--- config.mk ---
export PLATFORM = sky130hd
export DESIGN_NAME = mem_access_unit
export DESIGN_NICKNAME = d
export VERILOG_FILES = /design/src/rtl/control_types_pkg.sv /design/src/rtl/mem_lane_align.sv /design/src/rtl/mem_access_unit.sv
export SDC_FILE = /design/constraint.sdc
export NUM_CORES = 1
export LEC_CHECK = 0
export ABC_CLOCK_PERIOD_IN_PS = 3750
export BUFFER_PORTS_ARGS = -buffer_cell sky130_fd_sc_hd__buf_4
export CORE_MARGIN = 10
export CORE_UTILIZATION = 45
export CTS_CLUSTER_DIAMETER = 200
export CTS_CLUSTER_SIZE = 14
export DETAILED_ROUTE_END_ITERATION = 16
export PLACE_DENSITY = 0.73
export REMOVE_ABC_BUFFERS = 1
export SKIP_CTS_REPAIR_TIMING = 1
export SLEW_MARGIN = 25
export SYNTH_ARGS = -nofsm -noshare
export SYNTH_HDL_FRONTEND = slang
export SYNTH_SLANG_ARGS = --single-unit
--- constraint.sdc ---
create_clock -name clk -period 3.75 [get_ports clk]
set_input_delay 0.1875 -clock clk [delete_from_list [all_inputs] [get_ports clk]]
set_output_delay 0.1875 -clock clk [all_outputs]
set_load 0.05 [all_outputs]
--- src/rtl/control_types_pkg.sv ---
// Shared control encodings for the MEM stage: memory op codes, the load/store
// engine state type, and small op classification helpers.
// Pure declarations; no logic or state.
package control_types_pkg;

   typedef enum logic [3:0] {
      MEM_NOP,
      MEM_LB,
      MEM_LH,
      MEM_LW,
      MEM_LBU,
      MEM_LHU,
      MEM_SB,
      MEM_SH,
      MEM_SW
   } mem_op_t;

   typedef enum logic [1:0] {
      IDLE,
      WAIT,
      RESP
   } mau_state_t;

   function automatic logic is_store(input mem_op_t op);
      return (op == MEM_SB) || (op == MEM_SH) || (op == MEM_SW);
   endfunction

   function automatic logic is_load(input mem_op_t op);
      return (op == MEM_LB) || (op == MEM_LH) || (op == MEM_LW) ||
             (op == MEM_LBU) || (op == MEM_LHU);
   endfunction

endpackage

--- src/rtl/mem_lane_align.sv ---
// Purpose: byte-lane steering for the load/store engine (store enables, store data replication, load extract/extend).
// Latency: purely combinational, zero cycles.
// Backpressure: none; follows its inputs every cycle.
module mem_lane_align
   import control_types_pkg::*;
(
   input  mem_op_t     op,
   input  logic [1:0]  lane,
   input  logic [31:0] store_data,
   input  logic [31:0] rdata,
   output logic [3:0]  be,
   output logic [31:0] wdata,
   output logic [31:0] load_data
);

   logic [7:0]  rbyte;
   logic [15:0] rhalf;

   // Pick the addressed byte and half-word out of the returned bus word.
   always_comb begin
      rbyte = rdata[7:0];
      case (lane)
         2'd1:    rbyte = rdata[15:8];
         2'd2:    rbyte = rdata[23:16];
         2'd3:    rbyte = rdata[31:24];
         default: rbyte = rdata[7:0];
      endcase
      rhalf = lane[1] ? rdata[31:16] : rdata[15:0];
   end

   // Byte enables and lane-replicated store data; loads always fetch the full word.
   always_comb begin
      be    = 4'b0000;
      wdata = 32'h0;
      case (op)
         MEM_SB: begin
            be    = 4'b0001 << lane;
            wdata = {4{store_data[7:0]}};
         end
         MEM_SH: begin
            be    = lane[1] ? 4'b1100 : 4'b0011;
            wdata = {2{store_data[15:0]}};
         end
         MEM_SW: begin
            be    = 4'b1111;
            wdata = store_data;
         end
         MEM_LB, MEM_LH, MEM_LW, MEM_LBU, MEM_LHU: be = 4'b1111;
         default: ;
      endcase
   end

   // Sign- or zero-extend the selected lane; stores and NOPs return zero.
   always_comb begin
      load_data = 32'h0;
      case (op)
         MEM_LB:  load_data = {{24{rbyte[7]}}, rbyte};
         MEM_LBU: load_data = {24'h0, rbyte};
         MEM_LH:  load_data = {{16{rhalf[15]}}, rhalf};
         MEM_LHU: load_data = {16'h0, rhalf};
         MEM_LW:  load_data = rdata;
         default: ;
      endcase
   end

endmodule

--- src/rtl/mem_access_unit.sv ---
// Purpose: MEM-stage load/store engine issuing one 32-bit bus access per op (optional MEM_MISALIGN_TRAP_EN traps misaligned ops).
// Latency: zero-wait access completes in the issue cycle; ready in request cycle k>=2 stalls k cycles, data at k+1.
// Backpressure: mem_stall held while the bus is waiting; bus_err pulse and zero data after TIMEOUT_CYCLES wait cycles.
module mem_access_unit
   import control_types_pkg::*;
#(
   parameter int unsigned TIMEOUT_CYCLES = 255
)
(
   input  logic        clk,
   input  logic        rst,
   input  logic        mem_do_write_ctrl_mem,
   input  mem_op_t     mem_ctrl_mem,
   input  logic [31:0] alu_result_mem,
   input  logic [31:0] mem_data_in_mem,
   output logic        bus_req,
   output logic        bus_we,
   output logic [31:0] bus_addr,
   output logic [3:0]  bus_be,
   output logic [31:0] bus_wdata,
   input  logic        bus_ready,
   input  logic [31:0] bus_rdata,
   output logic [31:0] load_data_mem,
   output logic        mem_stall,
   output logic        bus_err,
   output logic        misalign_fault
);

   localparam int unsigned CNT_W = (TIMEOUT_CYCLES > 0) ? $clog2(TIMEOUT_CYCLES + 1) : 1;
   localparam logic [CNT_W-1:0] CNT_MAX = CNT_W'(TIMEOUT_CYCLES);
   localparam logic TIMEOUT_EN = (TIMEOUT_CYCLES != 0);

   mau_state_t state_q, state_d;
   mem_op_t     op_q;
   logic [31:0] addr_q, data_q, cap_q, cap_d;
   logic [CNT_W-1:0] cnt_q;

   mem_op_t     cur_op;
   logic [31:0] cur_addr, cur_data, fmt_data;
   logic [1:0]  lane;
   logic        live_valid, trap_c;
   logic        req_c, stall_c, err_c, latch_en, cnt_inc, cap_en;
   logic [31:0] ld_c;

   // A store op must carry the write flag and a load op must not; any disagreement is a bubble.
   assign live_valid = (mem_ctrl_mem != MEM_NOP) &&
                       (is_store(mem_ctrl_mem) == mem_do_write_ctrl_mem);

`ifdef MEM_MISALIGN_TRAP_EN
   // Flag a live op whose address is not naturally aligned for its size.
   always_comb begin
      trap_c = 1'b0;
      case (mem_ctrl_mem)
         MEM_LH, MEM_LHU, MEM_SH: trap_c = live_valid && alu_result_mem[0];
         MEM_LW, MEM_SW:          trap_c = live_valid && (alu_result_mem[1:0] != 2'b00);
         default: ;
      endcase
   end
`else
   assign trap_c = 1'b0;
`endif

   // While waiting, the bus sees the latched request so it stays stable; otherwise the live op.
   assign cur_op   = (state_q == WAIT) ? op_q   : mem_ctrl_mem;
   assign cur_addr = (state_q == WAIT) ? addr_q : alu_result_mem;
   assign cur_data = (state_q == WAIT) ? data_q : mem_data_in_mem;

   // Force the lane to natural alignment; a trapped op never reaches the bus so this is harmless there.
   always_comb begin
      lane = cur_addr[1:0];
      case (cur_op)
         MEM_LH, MEM_LHU, MEM_SH: lane[0] = 1'b0;
         MEM_LW, MEM_SW:          lane    = 2'b00;
         default: ;
      endcase
   end

   mem_lane_align u_align (
      .op         (cur_op),
      .lane       (lane),
      .store_data (cur_data),
      .rdata      (bus_rdata),
      .be         (bus_be),
      .wdata      (bus_wdata),
      .load_data  (fmt_data)
   );

   // Next-state and per-cycle controls for issue, wait-state tracking and response.
   always_comb begin
      state_d  = state_q;
      req_c    = 1'b0;
      stall_c  = 1'b0;
      err_c    = 1'b0;
      ld_c     = 32'h0;
      latch_en = 1'b0;
      cnt_inc  = 1'b0;
      cap_en   = 1'b0;
      cap_d    = 32'h0;
      case (state_q)
         IDLE: begin
            if (live_valid && !trap_c) begin
               req_c = 1'b1;
               if (bus_ready) begin
                  ld_c = fmt_data;
               end else begin
                  stall_c  = 1'b1;
                  latch_en = 1'b1;
                  state_d  = WAIT;
               end
            end
         end
         WAIT: begin
            stall_c = 1'b1;
            if (TIMEOUT_EN && (cnt_q == CNT_MAX)) begin
               err_c   = 1'b1;
               cap_en  = 1'b1;
               state_d = RESP;
            end else begin
               req_c = 1'b1;
               if (bus_ready) begin
                  cap_en  = 1'b1;
                  cap_d   = fmt_data;
                  state_d = RESP;
               end else begin
                  cnt_inc = 1'b1;
               end
            end
         end
         RESP: begin
            // EX/MEM still holds the op just completed, so nothing is issued here.
            ld_c    = cap_q;
            state_d = IDLE;
         end
         default: state_d = IDLE;
      endcase
   end

   // Reset reaches the request and stall lines directly so they drop without a clock.
   assign bus_req        = req_c & ~rst;
   assign mem_stall      = stall_c & ~rst;
   assign bus_err        = err_c & ~rst;
   assign misalign_fault = trap_c & (state_q == IDLE) & ~rst;
   assign bus_we         = bus_req & is_store(cur_op);
   assign bus_addr       = {cur_addr[31:2], 2'b00};
   assign load_data_mem  = ld_c;

   // State register.
   always_ff @(posedge clk or posedge rst) begin
      if (rst) state_q <= IDLE;
      else     state_q <= state_d;
   end

   // Hold the request for the duration of the wait states.
   always_ff @(posedge clk or posedge rst) begin
      if (rst) begin
         op_q   <= MEM_NOP;
         addr_q <= 32'h0;
         data_q <= 32'h0;
      end else if (latch_en) begin
         op_q   <= mem_ctrl_mem;
         addr_q <= alu_result_mem;
         data_q <= mem_data_in_mem;
      end
   end

   // Count wait cycles of the current access for the timeout.
   always_ff @(posedge clk or posedge rst) begin
      if (rst)          cnt_q <= '0;
      else if (latch_en) cnt_q <= '0;
      else if (cnt_inc)  cnt_q <= cnt_q + 1'b1;
   end

   // Capture the formatted load word (or zero on timeout) for the response cycle.
   always_ff @(posedge clk or posedge rst) begin
      if (rst)         cap_q <= 32'h0;
      else if (cap_en) cap_q <= cap_d;
   end

endmodule
# After elaboration in Yosys (flattened, before gate mapping)
# Cells that the tools add are included.
[totals] ff_bits=110 inputBits=104 out_inout_bits=105
[classes] add_sub_neg=1 n_eq_ne=21 shift=1 muxes=37 bitwise=5 reduce_logical=12
[op_table] operator="32-bit two-way mux" n=6
[op_table] operator="32-bit one-hot mux with 5 select lines" n=1
[op_table] operator="32-bit one-hot mux with 3 select lines" n=1
[op_table] operator="32-bit one-hot mux with 2 select lines" n=1
[op_table] operator="4-bit by 3-bit equality test with 1-bit output, second input constant" n=6
[op_table] operator="8-bit one-hot mux with 3 select lines" n=1
[op_table] operator="16-bit two-way mux" n=1
[op_table] operator="8-bit two-way mux" n=2
[op_table] operator="1-bit two-way mux" n=14
[op_table] operator="4-bit one-hot mux with 3 select lines" n=1
[op_table] operator="8-bit by 1-bit adder with 8-bit output, second input constant" n=1
[op_table] operator="4-bit by 2-bit equality test with 1-bit output, second input constant" n=2
[op_table] operator="4-bit equality test, second input constant" n=2
[op_table] operator="8-bit equality test, second input constant" n=1
[op_table] operator="2-bit two-way mux" n=4
[op_table] operator="4-bit two-way mux" n=2
[op_table] operator="2-bit equality test, second input constant" n=3
[op_table] operator="6-bit OR reduction" n=1
[op_table] operator="5-bit OR reduction" n=1
[op_table] operator="1-bit AND" n=4
[op_table] operator="2-bit by 1-bit equality test with 1-bit output, second input constant" n=2
[op_table] operator="4-bit by 1-bit equality test with 1-bit output, second input constant" n=1
[op_table] operator="1-bit logical OR" n=4
[op_table] operator="2-bit inequality test, second input constant" n=2
[op_table] operator="other kinds (12)" n=13

# Depth between registers and ports, before layout
[depth] word_depth=11 depth_mapped=11 mapped_depth_nobuf=8

# Modules after synthesis
# From an unflattened synthesis, not the netlist that was laid out.
[unflattened] hier_cells=732 area_unflattened_um2=6855.3
[by_module_without_submodules] mod="mem_access_unit" instances=1 cells_each=558 area_each_um2=5589.1 seq_area_each_um2=2752.6
[by_module_without_submodules] mod="mem_lane_align" instances=1 cells_each=174 area_each_um2=1266.2 seq_area_each_um2=0.0

# Least setup slack after synthesis
# Ideal clock, no wire load.
[synth_timing] kind="in2out" startpoint="input port rst" endpoint="output port bus_err" t_arrival_ns=3.229 required_time_ns=3.562 setup_slack_ns=0.334 path_stages=2 cell_sequence="inv_1 -> and3_1"
[synth_via] elab_chain_len=2
[synth_lines] item="start: declaration" line="mem_access_unit.sv:11" text="input logic rst,"
[synth_lines] item="1-bit inverter"
[synth_lines] item="1-bit AND" line="mem_access_unit.sv:141" text="assign bus_err = err_c & ~rst;"
[synth_lines] item="end: declaration" line="mem_access_unit.sv:25" text="output logic bus_err,"
# Every way passes these cells.

# Worst setup path in the final report
[layout_timing] startpoint="register state_q[0]" endpoint="output port load_data_mem[2]"
[layout_via] elab_chain_len=11 elab_cells_between_ends=25
[layout_lines] item="start: declaration" line="mem_access_unit.sv:33" text="mau_state_t state_q, state_d;"
[layout_lines] item="start signal: assignment" line="mem_access_unit.sv:150" text="else state_q <= state_d;"
[layout_lines] item="2-bit by 1-bit equality test with 1-bit output" line="mem_access_unit.sv:64, mem_access_unit.sv:65"
[layout_lines] item="4-bit two-way mux" line="mem_access_unit.sv:64" text="assign cur_op = (state_q == WAIT) ? op_q : mem_ctrl_mem;"
[layout_lines] item="4-bit by 3-bit equality test with 1-bit output (tied with other cells)" line="mem_access_unit.sv:71" text="case (cur_op)"
[layout_lines] item="5-bit OR reduction (no line) / 2-bit OR reduction (equally long branches)"
[layout_lines] item="1-bit two-way mux" line="mem_access_unit.sv:71"
[layout_lines] item="2-bit equality test / 2-bit by 1-bit equality test with 1-bit output (equally long branches)" line="mem_lane_align.sv:22" text="case (lane)"
[layout_lines] item="8-bit one-hot mux with 3 select lines" line="mem_lane_align.sv:22"
[layout_lines] item="32-bit one-hot mux with 5 select lines" line="mem_lane_align.sv:56" text="case (op)"
[layout_lines] item="32-bit two-way mux" line="mem_access_unit.sv:103" text="if (bus_ready) begin"
[layout_lines] item="32-bit two-way mux" line="mem_access_unit.sv:101" text="if (live_valid && !trap_c) begin"
[layout_lines] item="32-bit one-hot mux with 2 select lines *" line="mem_access_unit.sv:99" text="case (state_q)"
[layout_lines] item="end: declaration" line="mem_access_unit.sv:23" text="output logic [31:0] load_data_mem,"
# Every way passes the cells marked *; elsewhere a longest branch is shown, timed or not.

==> out/results.ini <==
[drt]
drc_errors = 0
viasPerCell = 5.70
dr.first_iter.drc_count = 328
ant_nets = 0
drt_first_pass_iters = 5
wirelength_um = 22700
wl_per_cell_um = 19.8
detailroute.via_count = 6510

[synth]
yosysTopAreaCellShare = 0.397
synth_seq_cells = 110
syn_area_per_cell_um2 = 9.06
yosys-top-cells-area = dfrtp_1 40%, mux2_2 11%, nand2_1 11%, mux2i_1 5.5%, nor2_1 2.8%
synth_async_sr_flop_share = 1.00
yosysWarnings = 0
synth-seq-area-share = 0.397
synth-edff-count = 0
ys_types = 67
synth_ff_type = dfrtp_1
synth_area_um2 = 6930
syn_inst = 765
synth_top_cell_by_area = dfrtp_1

[global_routing]
grt_pass1_wl_um = 35800
grt_start_max_net_pins = 65
antenna_found_initial = 0
grt_overflow = 0
track_usage = 0.217
grt_pass1_vias = 6609

[power_and_ir_drop]
ir_drop_mv = 0.432
p_leak_nw = 4.20
p_per_area_nw_per_um2 = 560

[clock_network]
cts_buffers = 9
cts_sinks = 110
clk_latency_ns = 0.36
tritoncts = built
htreeDepth = 3
clk_path_buf_depth = 2
clkTransAtPathRegs_ns = 0.07
root_buffer = clkbuf_16

[sta]
fin_crit_sh = 0.947
setup_viol = 0
final.setup.tns_ns = 0
maxSlewHeadroom = 0.353
period_needed_ns = 3.55
final.setup_skew_ns = 0.00830
worst_pin_slew_ns = 0.963
drv_slew = 0
final_hold_viol_count = 0
timing.fmax_ghz = 0.282
rsz0062_at_grt = false

[floorplan]
start_util = 0.458
core-area_um2 = 15100
die_h_um = 144
die_width_um = 144
num_rows = 45
io_pins = 209
die-area_um2 = 20800

[critical_path]
criticalPathCategory = reg -> out
path_cells = nor2b_4, buf_12, o31ai_4, a22oi_2, nor2_1, nand2_1, a221o_1, o21ai_1, buf_4
critPathRequiredTime_ns = 3.56
cp_max_fo = 14
reg2regPathDepth = 8
r2r_slack_ns = 0.82
startpoint_type = register
path_depth = 9
cp.buffers_inverters = 2
crit_end = load_data_mem[2]
end_kind = output pin
worst_path_max_delay_cell = o31ai_4
cp_data_arrival_time_ns = 3.36
slowest_delay_ns = 0.57
critPathLaunch = state_q[0]
rr_endpoint = cap_q[6]
path_delay_family = compound AO/OA/AOI/OAI gates
worstReg2RegStart = state_q[0]

[cells_and_area]
antenna_cells = 0
stdcell_area_um2 = 8940
layout_common_cells = 224 x buf_4, 194 x nand2_1, 110 x dfrtp_1
layout.nets = 1056
areaGrowthSynthToFinish_pct = 28.9
final_common_cell = buf_4
drive_gt1_frac = 0.361

[job]
drv_cap = 0

[placed_design]
place_hpwl_um = 17000
port_buffers = 205
place_area_um2 = 8620
place_congestion = 0.899

[min_path]
hp-class = in -> async

[run_status]
status = finished, final reports clean

metrics by stage:
stage	hold slack (ns)	setup WS, ns	power, W	util	std cells
floorplan	0.322	-1.87	0.00337	-	713
global placement	0.416	0.542	0.00405	0.569	1125
detailed placement	0.423	0.496	0.00410	0.569	1125
CTS	0.0396	0.0819	0.00502	0.587	1140
global route	0.0435	0.00819	0.00532	0.590	1143
finish	0.0185	0.199	0.00501	0.590	1143
synth_stat cells (all sizes together), types with 4 or more instances:
master,number
mux2i,38
o31ai,7
o2111ai,5
a221o,9
a21oi,9
nor3,15
clkbuf,24
o21a,16
mux2,73
o22ai,17
nor2b,4
and3,4
buf,30
o221ai,8
inv,6
a32o,9
nor2,53
a22oi,16
dfrtp,110
nand4,4
o21ai,68
nand2,195
nand2b,5
xor2,5
logic make-up (layout without fill, tap and decap cells):
group / count (synthesis) / after routing / share of synthesized area
xor+xnor: 7 / 7 / 0.00884
buf+inv: 60 / 248 / 0.0446
flops: 110 / 110 / 0.397
simple gates: 289 / 289 / 0.175
mux: 111 / 111 / 0.174
compound gates: 186 / 186 / 0.198
other cells: 1 / 3 / 0.000541
fa+ha+maj: 1 / 1 / 0.00180
per-layer routing:
layer	wire [um]	vias up	track usage
li1	-	3111	-
met1	9440	3125	0.273
met2	10300	251	0.330
met3	2640	23	0.104
met4	294	0	0.0495
met5	0	-	0
worst min path at each step:
stage | end | depth (start not counted) | slack [ns] | startpoint
final | addr_q[27] | 2 | 0.02 | rst
after global routing | data_q[20] | 2 | 0.04 | mem_data_in_mem[20]
after CTS | addr_q[27] | 2 | 0.04 | rst
after detailed placement | cnt_q[6] | 2 | 0.42 | rst
after global placement | data_q[31] | 2 | 0.42 | mem_data_in_mem[31]
after floorplan | data_q[31] | 1 | 0.32 | mem_data_in_mem[31]
layout make-up:
| class | instances | area (um^2) |
|---|---|---|
| Multi-Input combinational cell | 597 | 3910 |
| Tap cell | 188 | 235 |
| Clock buffer | 9 | 225 |
| Inverter | 6 | 25.0 |
| Sequential cell | 110 | 2750 |
| Timing Repair Buffer | 227 | 1740 |
| Fill cell | 1356 | 6210 |
| Clock inverter | 6 | 46.3 |
power by group:
| part | switching [W] | internal [W] | total [W] |
|---|---|---|---|
| Clock | 0.000465 | 0.000455 | 0.000920 |
| Combinational | 0.00148 | 0.000898 | 0.00238 |
| Sequential | 0.000186 | 0.00152 | 0.00170 |
sequential cells by signal (all words and copies together) (netlist names):
name and cells:
addr_q 32, op_q 4, cnt_q 8, data_q 32, state_q 2, cap_q 32
Note: power is estimated with default switching activity, not from simulation.
